File: config.mk
export PLATFORM = sky130hd
export DESIGN_NAME = red_pitaya_iq_gain_sequencer
export DESIGN_NICKNAME = d
export VERILOG_FILES = /design/src/rtl/red_pitaya_iq_gain_sequencer.sv
export SDC_FILE = /design/constraint.sdc
export NUM_CORES = 1
export LEC_CHECK = 0
export CORE_MARGIN = 5
export CORE_UTILIZATION = 55
export CTS_CLUSTER_SIZE = 25
export DETAILED_ROUTE_END_ITERATION = 8
export PLACE_DENSITY = 0.84
export SETUP_SLACK_MARGIN = 0.2
export SLEW_MARGIN = 20
export SYNTH_ARGS = -nofsm -noshare
export SYNTH_HDL_FRONTEND = slang
export SYNTH_SLANG_ARGS = --single-unit
File: constraint.sdc
create_clock -name clk_i -period 20.6 [get_ports clk_i]
set_clock_uncertainty 0.15 [all_clocks]
set_input_delay 3.09 -clock clk_i [delete_from_list [all_inputs] [get_ports clk_i]]
set_output_delay 3.09 -clock clk_i [all_outputs]
set_load 0.05 [all_outputs]
File: src/rtl/red_pitaya_iq_gain_sequencer.sv
// red_pitaya_iq_gain_sequencer
//   Ramps the four IQ modulator gains (g1..g4) toward bus-written targets in
//   bounded steps, so that amplitude, offset and quadrature scaling never jump.
//   A ramp can optionally be held off until the modulator sine crosses zero
//   on a rising edge.
//
// Ports
//   clk_i                 clock
//   rst_i                 synchronous reset, active-high
//   tgt_g1_i..tgt_g4_i    signed target gains, sampled on commit
//   step_i                unsigned max change per update, 0 = jump to target
//   div_i                 update period is div_i+1 clocks
//   sync_en_i             hold the ramp until a rising zero crossing of sin_i
//   sin_i                 signed modulator sine sample
//   commit_i              pulse: latch targets/step/div and start (or retarget)
//   abort_i               pulse: freeze gains and return to idle, wins over commit
//   g1_o..g4_o            signed active gains, registered
//   busy_o                high while waiting for sync or ramping
//   done_o                one-cycle pulse when all gains reach their targets
//
// state     | meaning
// ----------+---------------------------------------------------------
// IDLE      | gains hold, waiting for commit
// WAIT_SYNC | waiting for sin_i to go from negative to non-negative
// RAMP      | prescaler running, gains step toward targets on terminal count
module red_pitaya_iq_gain_sequencer #(
  parameter int GAINBITS = 16,
  parameter int SINBITS  = 14,
  parameter int DIVBITS  = 16
) (
  input  logic                clk_i,
  input  logic                rst_i,
  input  logic [GAINBITS-1:0] tgt_g1_i,
  input  logic [GAINBITS-1:0] tgt_g2_i,
  input  logic [GAINBITS-1:0] tgt_g3_i,
  input  logic [GAINBITS-1:0] tgt_g4_i,
  input  logic [GAINBITS-1:0] step_i,
  input  logic [DIVBITS-1:0]  div_i,
  input  logic                sync_en_i,
  input  logic [SINBITS-1:0]  sin_i,
  input  logic                commit_i,
  input  logic                abort_i,
  output logic [GAINBITS-1:0] g1_o,
  output logic [GAINBITS-1:0] g2_o,
  output logic [GAINBITS-1:0] g3_o,
  output logic [GAINBITS-1:0] g4_o,
  output logic                busy_o,
  output logic                done_o
);

  typedef enum logic [1:0] {IDLE, WAIT_SYNC, RAMP} state_t;
  typedef logic [3:0][GAINBITS-1:0] gain_vec_t;

  localparam logic [GAINBITS:0] ONE_X   = (GAINBITS+1)'(1);
  localparam logic [DIVBITS-1:0] ONE_D  = DIVBITS'(1);

  state_t              state_q, state_d;
  gain_vec_t           g_q, g_d, tgt_q, tgt_d, tgt_in, tgt_eff, g_next;
  logic [GAINBITS-1:0] step_q, step_d, step_eff;
  logic [DIVBITS-1:0]  div_q, div_d, div_eff, cnt_q, cnt_d;
  logic                sin_prev_neg_q;
  logic                busy_q, done_q, done_d;
  logic                relatch, sync_hit, all_hit;

  // Only the sign of the previous sine sample matters for crossing detection.
  assign sync_hit = sin_prev_neg_q && ($signed(sin_i) >= 0);

  assign tgt_in  = {tgt_g4_i, tgt_g3_i, tgt_g2_i, tgt_g1_i};
  assign relatch = commit_i && !abort_i;

  // A commit that lands on an update edge steers that update to the new targets.
  assign tgt_eff  = relatch ? tgt_in : tgt_q;
  assign step_eff = relatch ? step_i : step_q;
  assign div_eff  = relatch ? div_i  : div_q;

  // Difference is taken one bit wider so full-scale swings cannot overflow.
  // The stepped result always lies between g and tgt, so the narrow add is exact.
  function automatic logic [GAINBITS-1:0] step_toward(
    input logic [GAINBITS-1:0] g,
    input logic [GAINBITS-1:0] tgt,
    input logic [GAINBITS-1:0] stp
  );
    logic [GAINBITS:0] d, mag;
    d   = {tgt[GAINBITS-1], tgt} - {g[GAINBITS-1], g};
    mag = d[GAINBITS] ? (~d + ONE_X) : d;
    if (stp == '0 || mag <= {1'b0, stp})
      step_toward = tgt;
    else if (d[GAINBITS])
      step_toward = g - stp;
    else
      step_toward = g + stp;
  endfunction

  always_comb begin
    all_hit = 1'b1;
    g_next  = g_q;
    for (int i = 0; i < 4; i++) begin
      g_next[i] = step_toward(g_q[i], tgt_eff[i], step_eff);
      if (g_next[i] != tgt_eff[i]) all_hit = 1'b0;
    end
  end

  always_comb begin
    state_d = state_q;
    g_d     = g_q;
    tgt_d   = tgt_q;
    step_d  = step_q;
    div_d   = div_q;
    cnt_d   = cnt_q;
    done_d  = 1'b0;

    if (relatch) begin
      tgt_d  = tgt_in;
      step_d = step_i;
      div_d  = div_i;
    end

    unique case (state_q)
      IDLE: begin
        if (relatch) begin
          if (sync_en_i) begin
            state_d = WAIT_SYNC;
          end else begin
            state_d = RAMP;
            cnt_d   = div_i;
          end
        end
      end
      WAIT_SYNC: begin
        if (abort_i) begin
          state_d = IDLE;
        end else if (sync_hit) begin
          state_d = RAMP;
          cnt_d   = div_eff;
        end
      end
      RAMP: begin
        if (abort_i) begin
          state_d = IDLE;
        end else if (cnt_q != '0) begin
          cnt_d = cnt_q - ONE_D;
        end else begin
          cnt_d = div_eff;
          g_d   = g_next;
          if (all_hit) begin
            state_d = IDLE;
            done_d  = 1'b1;
          end
        end
      end
      default: state_d = IDLE;
    endcase
  end

  always_ff @(posedge clk_i) begin
    if (rst_i) begin
      state_q        <= IDLE;
      g_q            <= '0;
      tgt_q          <= '0;
      step_q         <= '0;
      div_q          <= '0;
      cnt_q          <= '0;
      sin_prev_neg_q <= 1'b0;
      busy_q         <= 1'b0;
      done_q         <= 1'b0;
    end else begin
      state_q        <= state_d;
      g_q            <= g_d;
      tgt_q          <= tgt_d;
      step_q         <= step_d;
      div_q          <= div_d;
      cnt_q          <= cnt_d;
      sin_prev_neg_q <= sin_i[SINBITS-1];
      busy_q         <= (state_d != IDLE);
      done_q         <= done_d;
    end
  end

  assign g1_o   = g_q[0];
  assign g2_o   = g_q[1];
  assign g3_o   = g_q[2];
  assign g4_o   = g_q[3];
  assign busy_o = busy_q;
  assign done_o = done_q;

endmodule

==> metrics.cfg <==
[cts]
cts_tree=yes
cts_inserted_buffers=17
htreeDepth=4
root_buffer=clkbuf_16
postCtsSetupBuffers=0
cts.sinks=181
clock_latency_ns=0.48
ctsResizeCount=0
clockBufferDepth=2
path_clk_slew_ns=0.08
hold_buffers=0

[detailed_routing]
drtAntennaViolNets=0
vias_per_cell=6.19
wire_per_inst_microns=19.3
drt-initial-drc-count=1506
first_pass_iters=6
vias=19400
drc=0
wl_microns=60500

[placed_design]
dp_cells=3104
hpwl_microns=45800
pre_cts_slack_ns=8.28
gp_routability_congestion=0.971
place_area_sq_um=21500
portBuffers=167

[die]
start_util_pct=55.3
dieArea_sq_um=39300
fp.dieW_microns=198
num_rows=69
ios=181
core_sq_um=35200
chipHeight_microns=198

[sta]
slew-limit-headroom_pct=23.5
setup_viol=0
rsz0062_at_grt=no
worst_slack_ns=8.48
clock.fmax_mhz=82.5
worstMarginPinSlew_ns=1.12
period_share_pct=58.8
min_period_ns=12.12
maxSlewViolCount=0
tns_ns=0
finalHoldViolations=0

[global_routing]
antenna_found_initial=1
overflow=0
grt_pass1_vias=18400
grt_max_degree=118
grt_util_all_layers_pct=30.0
grt_pass1_wl_microns=95800

[critical_path]
cpMaxStageDelayCell=and2_1
worst_setup_path_end_kind=flip-flop
crit_type=input pin to flip-flop
r2r_start=tgt_q[32]
r2r_cells=23
reg2reg_to=busy_o
worst-path-buf-inv=5
critPathTopFamily=compound AO/OA/AOI/OAI gates
start_kind=input pin
worstPathMaxFanout=38
worstPathArrival_ns=12.33
crit_path_max_incr_delay_ns=0.85
critPathRequiredTime_ns=20.82
r2r_slack_ns=12.90

[power]
switching_share_pct=46.8
ir_worst_vdd_mv=0.0848
p_total_mw=1.91
combPwrFrac_pct=63.1
pwr-share-seq_pct=19.7
p_int_mw=1.02
net-switching-power_mw=0.893
power_frac_clock_pct=17.2
power_density_nw_per_um2=86.6
leakage_nw=9.20

[logic_synthesis]
synthesis.nets=2882
ys_warn_count=0
ys_seq_elements=181
synth_area_sq_um=19500
synthArstFlopShare_pct=0
ys_seq_area_share_pct=18.6
synth_edf_count=0
avgSynthCellArea_sq_um=7.61
ys_types=91
synth_top_area_share_pct=18.6
yosys.area.top_type=dfxtp_1
postSynthCellCount=2560
ys.flop_type=dfxtp_1
synth_top_cells_by_area=dfxtp_1 (19%), ha_1 (13%), xnor2_1 (7.4%), nor2_1 (5.8%), nand2_1 (5.4%)

[finish]
area_growth_pct=13.2
mostFrequentLayoutCells=nor2_1 (299), nand2_1 (278), ha_1 (199)
final_common_cell=nor2_1
drive_gt1_share_pct=4.15
final_cells=3138
nNetsFinal=2985
finalInstanceArea_sq_um=22100

[min_path]
hold_path_class=flip-flop to flip-flop
holdPathStages=2
min-delay-start=div_q[5]
hold_end=div_q[5]

[run_status]
status=completed

[flow_run]
cap_violations=0

per-layer routing:
layer | wire length, microns | share of wire [%] | vias to the layer above | GRT usage (%)
met5 | 13 | 0.021 | - | 0
li1 | - | - | 9333 | -
met3 | 4560 | 7.5 | 147 | 4.59
met2 | 27700 | 46 | 745 | 49.6
met1 | 26100 | 43 | 9182 | 39.5
met4 | 2170 | 3.6 | 2 | 11.4
power groups by stage:
stage	Combinational (mW)	Clock [mW]	Sequential (mW)
floorplan	0.891	0	0.388
global placement	1.15	0	0.384
detailed placement	1.18	0	0.385
CTS	1.19	0.334	0.377
global route	1.32	0.347	0.379
finish	1.20	0.328	0.377
per-stage QoR:
stage	utilization, %	hold WS [ns]
after global placement	60.9	0.292
after floorplan	-	0.287
after detailed placement	60.9	0.297
after CTS	62.5	0.309
final	62.6	0.307
after global routing	62.6	0.328
logic make-up after synthesis:
| logic type | share of synthesized area, % |
|---|---|
| buffers and inverters | 5.33 |
| DFF | 18.6 |
| muxes | 6.18 |
| adders and majority gates | 13.6 |
| AOI/OAI and AO/OA | 22.2 |
| xor gates and xnor gates | 12.7 |
| and+or+nand+nor | 21.4 |
tightest hold or removal path: stages (launching register included):
cell	delay, ns
dfxtp_1	0.31
nand2_1	0.05
a21oi_1	0.05
layout make-up:
type,instances,area [sq um]
diodes,1,2.50
clock buffers,17,425
clock inverters,15,134
fillers,3158,13200
inverters,152,571
multi-input cells,2122,14900
flip-flops and latches,181,3620
well taps,461,577
repair buffers,189,1860
synth_stat cells, types with 80 or more instances:
| master | count |
|---|---|
| ha_1 | 199 |
| clkbuf_1 | 86 |
| xor2_1 | 87 |
| a211oi_1 | 80 |
| nor2_1 | 299 |
| inv_1 | 152 |
| mux2i_1 | 99 |
| a21oi_1 | 183 |
| o21ai_0 | 113 |
| nand2_1 | 278 |
| xnor2_1 | 165 |
| dfxtp_1 | 181 |
state kept, by name, summed over array words and instances (netlist names):
signal / count
busy_o: 1
step_q: 16
g2_o: 16
done_o: 1
g4_o: 16
cnt_q: 16
state_q: 2
tgt_q: 64
sin_prev_neg_q: 1
g3_o: 16
div_q: 16
g1_o: 16
worst max-delay path by stage:
stage                     slack (ns)  startpoint  cells after the start     end
after CTS                       8.79    commit_i                     27  busy_o
after floorplan                10.96     abort_i                     27  busy_o
final                           8.48    commit_i                     27  busy_o
after detailed placement        8.28    commit_i                     27  busy_o
after global routing            8.00    commit_i                     27  busy_o
after global placement          8.40     abort_i                     27  busy_o
Power figures use the tool's default switching activity.
